<file path="config.mk">
export PLATFORM = sky130hd
export DESIGN_NAME = sipo_frame_loader
export DESIGN_NICKNAME = d
export VERILOG_FILES = /design/src/rtl/sipo_frame_loader.sv
export SDC_FILE = /design/constraint.sdc
export NUM_CORES = 1
export LEC_CHECK = 0
export ABC_AREA = 1
export BUFFER_PORTS_ARGS = -buffer_cell sky130_fd_sc_hd__buf_2
export CAP_MARGIN = 30
export CORE_MARGIN = 4
export CORE_UTILIZATION = 40
export DETAILED_ROUTE_END_ITERATION = 8
export GPL_TIMING_DRIVEN = 0
export SYNTH_ARGS = -nofsm -noshare
export SYNTH_HDL_FRONTEND = slang
export SYNTH_SLANG_ARGS = --single-unit
</file>
<file path="constraint.sdc">
create_clock -name clk -period 1.1 [get_ports clk]
set_input_delay 0.33 -clock clk [delete_from_list [all_inputs] [get_ports clk]]
set_output_delay 0.33 -clock clk [all_outputs]
set_load 0.005 [all_outputs]
</file>
<file path="src/rtl/sipo_frame_loader.sv">
// Serial-to-parallel frame loader: shifts a gated serial stream into a WIDTH-bit word,
// then publishes it on a stable bus with a one-cycle load strobe. Optional macro: PARITY_CHECK_EN.
module sipo_frame_loader #(
  parameter int WIDTH     = 4,
  parameter bit MSB_FIRST = 1'b1
) (
  input  logic             clk,
  input  logic             reset,
  input  logic             start,
  input  logic             din,
  input  logic             din_valid,
  output logic [WIDTH-1:0] data,
  output logic             load,
  output logic             busy,
  output logic             parity_err
);

`ifdef PARITY_CHECK_EN
  localparam int FRAME_LEN = WIDTH + 1;
`else
  localparam int FRAME_LEN = WIDTH;
`endif
  localparam int CW = $clog2(WIDTH + 2);

  typedef enum logic [1:0] {IDLE, SHIFT, DONE} state_t;

  state_t           state_reg, state_next;
  logic [CW-1:0]    cnt_reg, cnt_next;
  logic [WIDTH-1:0] shreg_reg, shreg_next;
  logic [WIDTH-1:0] data_reg, data_next;
  logic             load_reg, load_next;
  logic [WIDTH-1:0] shifted;
  logic             last_bit;
`ifdef PARITY_CHECK_EN
  logic             perr_reg, perr_next;
`endif

  always_comb begin
    if (MSB_FIRST) shifted = {shreg_reg[WIDTH-2:0], din};
    else           shifted = {din, shreg_reg[WIDTH-1:1]};
  end

  // The counter holds the number of bits already accepted, so this bit completes the frame.
  assign last_bit = (cnt_reg == CW'(FRAME_LEN - 1));

  always_ff @(posedge clk) begin
    if (reset) begin
      state_reg <= IDLE;
      cnt_reg   <= '0;
      shreg_reg <= '0;
      data_reg  <= '0;
      load_reg  <= 1'b0;
`ifdef PARITY_CHECK_EN
      perr_reg  <= 1'b0;
`endif
    end else begin
      state_reg <= state_next;
      cnt_reg   <= cnt_next;
      shreg_reg <= shreg_next;
      data_reg  <= data_next;
      load_reg  <= load_next;
`ifdef PARITY_CHECK_EN
      perr_reg  <= perr_next;
`endif
    end
  end

  always_comb begin
    state_next = state_reg;
    cnt_next   = cnt_reg;
    shreg_next = shreg_reg;
    data_next  = data_reg;
    load_next  = 1'b0;
`ifdef PARITY_CHECK_EN
    perr_next  = 1'b0;
`endif
    case (state_reg)
      IDLE: begin
        if (start) begin
          state_next = SHIFT;
          cnt_next   = '0;
          shreg_next = '0;
        end
      end
      SHIFT: begin
        if (start) begin
          cnt_next   = '0;
          shreg_next = '0;
        end else if (din_valid) begin
          if (last_bit) begin
            state_next = DONE;
            cnt_next   = '0;
`ifdef PARITY_CHECK_EN
            // Final bit is the even-parity bit; it is checked, never shifted into the word.
            if ((^shreg_reg) ^ din) begin
              perr_next = 1'b1;
            end else begin
              data_next = shreg_reg;
              load_next = 1'b1;
            end
`else
            shreg_next = shifted;
            data_next  = shifted;
            load_next  = 1'b1;
`endif
          end else begin
            shreg_next = shifted;
            cnt_next   = cnt_reg + 1'b1;
          end
        end
      end
      DONE: begin
        state_next = IDLE;
      end
      default: begin
        state_next = IDLE;
      end
    endcase
  end

  assign data = data_reg;
  assign load = load_reg;
  assign busy = (state_reg == SHIFT);
`ifdef PARITY_CHECK_EN
  assign parity_err = perr_reg;
`else
  assign parity_err = 1'b0;
`endif

endmodule
</file>
==> Word-level counts from Yosys, hierarchy flattened <==
Index checks and enable logic that the tools add are counted.
{ "totals": {"register_bits": 13, "elab_cells": 37, "in_bits": 5, "output_inout_bits": 7} }
{ "classes": {"n_mux": 15, "n_eq_ne": 7, "n_bitwise": 3, "add_sub_neg": 1, "n_reduce_logical": 6} }
{ "op_table": {"columns": ["op", "count"], "rows": [
  ["$mux W3", 7],
  ["$pmux W3 S2", 2],
  ["$mux W2", 4],
  ["$reduce_and A4 Y1", 2],
  ["$ne A2 B2 Y1 const B", 3],
  ["$pmux W2 S2", 1],
  ["$reduce_or A4 Y1", 1],
  ["$add A3 B1 Y3 const B", 1],
  ["$eq A3 B2 Y1 const B", 1],
  ["$ne A3 B3 Y1 const B", 1],
  ["$not A1 Y1", 3],
  ["$reduce_and A3 Y1", 1],
  ["$eq A2 B1 Y1 const B", 1],
  ["$logic_not A2 Y1", 1],
  ["$ne A2 B1 Y1 const B", 1],
  ["$reduce_bool A2 Y1", 1],
  ["$mux W1", 1]
]} }

==> Longest topological paths before layout <==
{ "logic_depth": {"word_depth": 5, "mapped_depth": 7} }

==> Least setup slack after synthesis <==
No wires, ideal clock.
{ "synth_timing": {"path_kind": "reg2reg", "start": "reg state_reg[0]", "end": "reg cnt_reg[0]", "setup_ps": 109, "setup_slack_ps": 139, "arrival_time_ps": 852, "required_time_ps": 991, "path_stages_with_launch": 8, "cell_sequence": "dfxtp_1 -> inv_1 -> nor2_8 -> nand2_4 -> nand2_4 -> nand2_1 -> inv_2 -> nor2_2"} }
{ "synth_between": {"elab_chain_len": 3} }
{ "synth_rtl": {"columns": ["item", "line_no", "rtl"], "rows": [
  ["from (decl)", "27", "state_t state_reg, state_next;"],
  ["from (signal assigned)", "57", "state_reg <= state_next;"],
  ["$eq A2 B1 Y1 *", null, null],
  ["net busy", "14", "output logic busy,"],
  ["$ne A3 B3 Y1 (no line) or $reduce_bool A2 Y1 (tied branches)", null, null],
  ["$reduce_and A3 Y1 (no line)", null, null],
  ["to (signal assigned)", "58", "cnt_reg <= cnt_next;"],
  ["to (decl)", "28", "logic [CW-1:0] cnt_reg, cnt_next;"]
]} }
The timed path passes the listed nets; every way through them passes the cells marked *.
A chain may end at the register's enable or synchronous reset.

==> Final worst setup path <==
{ "layout_timing": {"start": "reg state_reg[1]", "end": "out busy"} }
{ "layout_between": {"elab_chain_len": 1} }
{ "layout_rtl": {"columns": ["item", "line_no", "rtl"], "rows": [
  ["$eq A2 B1 Y1", "123", "assign busy = (state_reg == SHIFT);"],
  ["to (decl)", "14", null]
]} }
No other way between the ends.

==> metrics.md <==
| Metric | Value |
|---|---|
| Status | `finished with violations` |
| Failing checks | `setup timing` |
| Yosys reg bits | `13` |
| Clock slew at reported path FFs | `70 ps` |
| Grt ovf | `0` |
| CTS root buf | `clkbuf_4` |
| Yosys warns | `0` |
| Max-cap violations | `0` |
| Drt drc | `0` |
| Number of global-route vias before repair | `between 500 and 600` |
| Final core occ | `51.9%` |
| Fin. Hold Viols | `0` |
| Routed Wire Length | `approximately 1300 um` |
| Finished Cell Area | `about 800 sq um` |
| Core area | `0.00154 sq mm` |
| Max FFs per register | `4` |
| Final hold slack | `between 200 and 300 ps` |
| Sequential-to-total area share from yosys stat | `~39%` |
| Critical path class | `flip-flop to output port` |
| RSZ-0062 raised after global routing | `yes` |
| Ports | `12` |
| Final #Nets | `115` |
| Post-Syn Area per Cell | `roughly 7.3 sq um` |
| Rows | `14` |
| Worst skew pair latency | `270 ps` |
| CP required | `between 700 and 800 ps` |
| Fmax | `~860 MHz` |
| Detailed placement HPWL | `990 um` |
| 1st-pass router iterations | `3` |
| Die Span X | `~50 um` |
| Placed cell area | `741 sq um` |
| Synthesized instance count | `slightly above 90` |
| Crit. End Element | `output port` |
| Clock Tree Buf Depth | `2` |
| Hold buffer count at cts | `0` |
| Pleak | `around 0.38 nW` |
| Period utilization | `105%` |
| Commonest non-fill, non-tap cells in the layout | `nand2_1, nand3_1, inv_2` |
| Antenna violations before repair | `0` |
| First-pass GRT wire length | `~2300 um` |
| P&R area growth vs syn | `19.4%` |
| Final setup viols | `1` |
| R2r setup slk | `0 ps` |
| Area occupied by multi-input gates | `347 sq um` |
| Post-DR vias/cell | `4.62` |
| Buffers on Ports | `10` |
| DIE HEIGHT | `between 40 and 50 um` |
| Dominant cell type by area after synthesis | `dfxtp_1` |
| Most common cell after layout, fill and taps aside | `nand2_1` |
| Worst reg2reg path depth | `7` |
| Clock sinks | `13` |
| Minimum clock period | `1160 ps` |
| GP Congestion | `just under 0.8` |
| Antenna-violating nets left | `0` |
| Layout filler cell count | `160` |
| PD cells | `1170 mW/mm^2` |
| Peak supply drop | `between 0.0007 and 0.0008 V` |
| CP arrival | `830 ps` |
| Die Footprint | `approximately 0.0024 sq mm` |
| Max FO, Critical Path | `2` |
| Hold Crit Class | `input port to flip-flop` |
| Register area | `around 270 sq um` |
| WL/cell | `between 10 and 15 um` |
| Crit path launch type | `flip-flop` |
| Post-synthesis net count | `98` |
| Area share of the largest cell type after synthesis | `around 39%` |
| Largest net degree at the start of global routing | `11` |
| Vias post-DR | `~570` |
| Starting density of the core | `between 40% and 50%` |
| Ranking of synthesized cells by area | `dfxtp_1, nand3_1, nand2_1` |
| Layout Skew | `~3.3 ps` |
| Yosys cell types | `17` |
| GRT Total Usage | `approximately an eighth` |
| CTS tree | `done` |
| H-tree Lvls | `1` |
| Mapped Area | `671 sq um` |
| Layout cells sized above 1 | `between 40% and 50%` |
| Final critical-path setup slack | `-57.6 ps` |
| Hold Path Depth | `2` |
| Power, Total | `about 940 uW` |
| Antenna cell count | `0` |
| Detailed Route Iter0 Violations | `15` |
| Fin. max-slew vios | `0` |
| CTS Buf Count | `3` |
[path summary, 6_finish.rpt]
kind,start,endpoint
worst max register to register,state_reg[1]$_SDFFE_PP0P_,shreg_reg[0]$_SDFFE_PP0P_
worst max-delay path,state_reg[1]$_SDFFE_PP0P_,busy
worst min-delay path,reset,state_reg[0]$_SDFFE_PP0P_
worst min register to register,cnt_reg[2]$_SDFFE_PP0P_,cnt_reg[2]$_SDFFE_PP0P_
[repair_timing]
item                       in CTS  in global routing
buffers inserted                2                  0
gates resized for setup         4                  4
setup endpoints to repair       1                 12
pin swaps                       1                  1
[synth_stat cells, drive strengths merged]
cell	instances
nand3	15
a21oi	2
nand3b	1
nor3	2
dfxtp	13
nand2	22
conb	1
nor2	17
buf	1
inv	17
ha	1
[per-stage QoR]
step | setup WS (ps) | instances | TNS [ps]
final | -57.6 | 124 | -57.6
after global routing | -105 | 124 | -710
after CTS | -92.3 | 124 | -148
after detailed placement | 15.7 | 118 | 0
after global placement | 28.3 | 118 | 0
after floorplan | 139 | 92 | 0
[kinds of logic (layout without fill, tap and decap cells)]
family	Yosys count	in the layout	share of synthesized area (%)
AOI/OAI and AO/OA	2	2	1.49
DFF	13	13	38.8
other	1	1	0.559
buffers and inverters	18	34	10.6
adders and majority gates	1	1	1.87
and+or+nand+nor	57	57	46.6
[routing by layer]
| metal | wire length (um) | GRT usage, % |
|---|---|---|
| met1 | 590 | 14.9 |
| met2 | 635 | 20.2 |
| met3 | 76 | 5.50 |
| met4 | 11 | 2.69 |
| met5 | 0 | 0 |
[report_power, final]
part	internal (mW)	switching, mW	leakage, nW
registers	0.486	0.00734	0.108
clock network	0.141	0.150	0.0150
logic	0.0593	0.0968	0.261
total	0.686	0.254	0.383
[cell type report]
type                       instances  share of cell area, %
timing repair buffer              12                   8.91
inverter                          17                   7.97
buffer                             1                  0.938
clock buffer                       4                   3.28
sequential                        13                   33.1
tap                               16                   2.50
multi-input combinational         61                   43.3
[worst max-delay path: stages (launching register included)]
cell,delay (ps)
dfxtp_2,350
nor2_8,110
buf_6,90
Power figures use the tool's default switching activity.
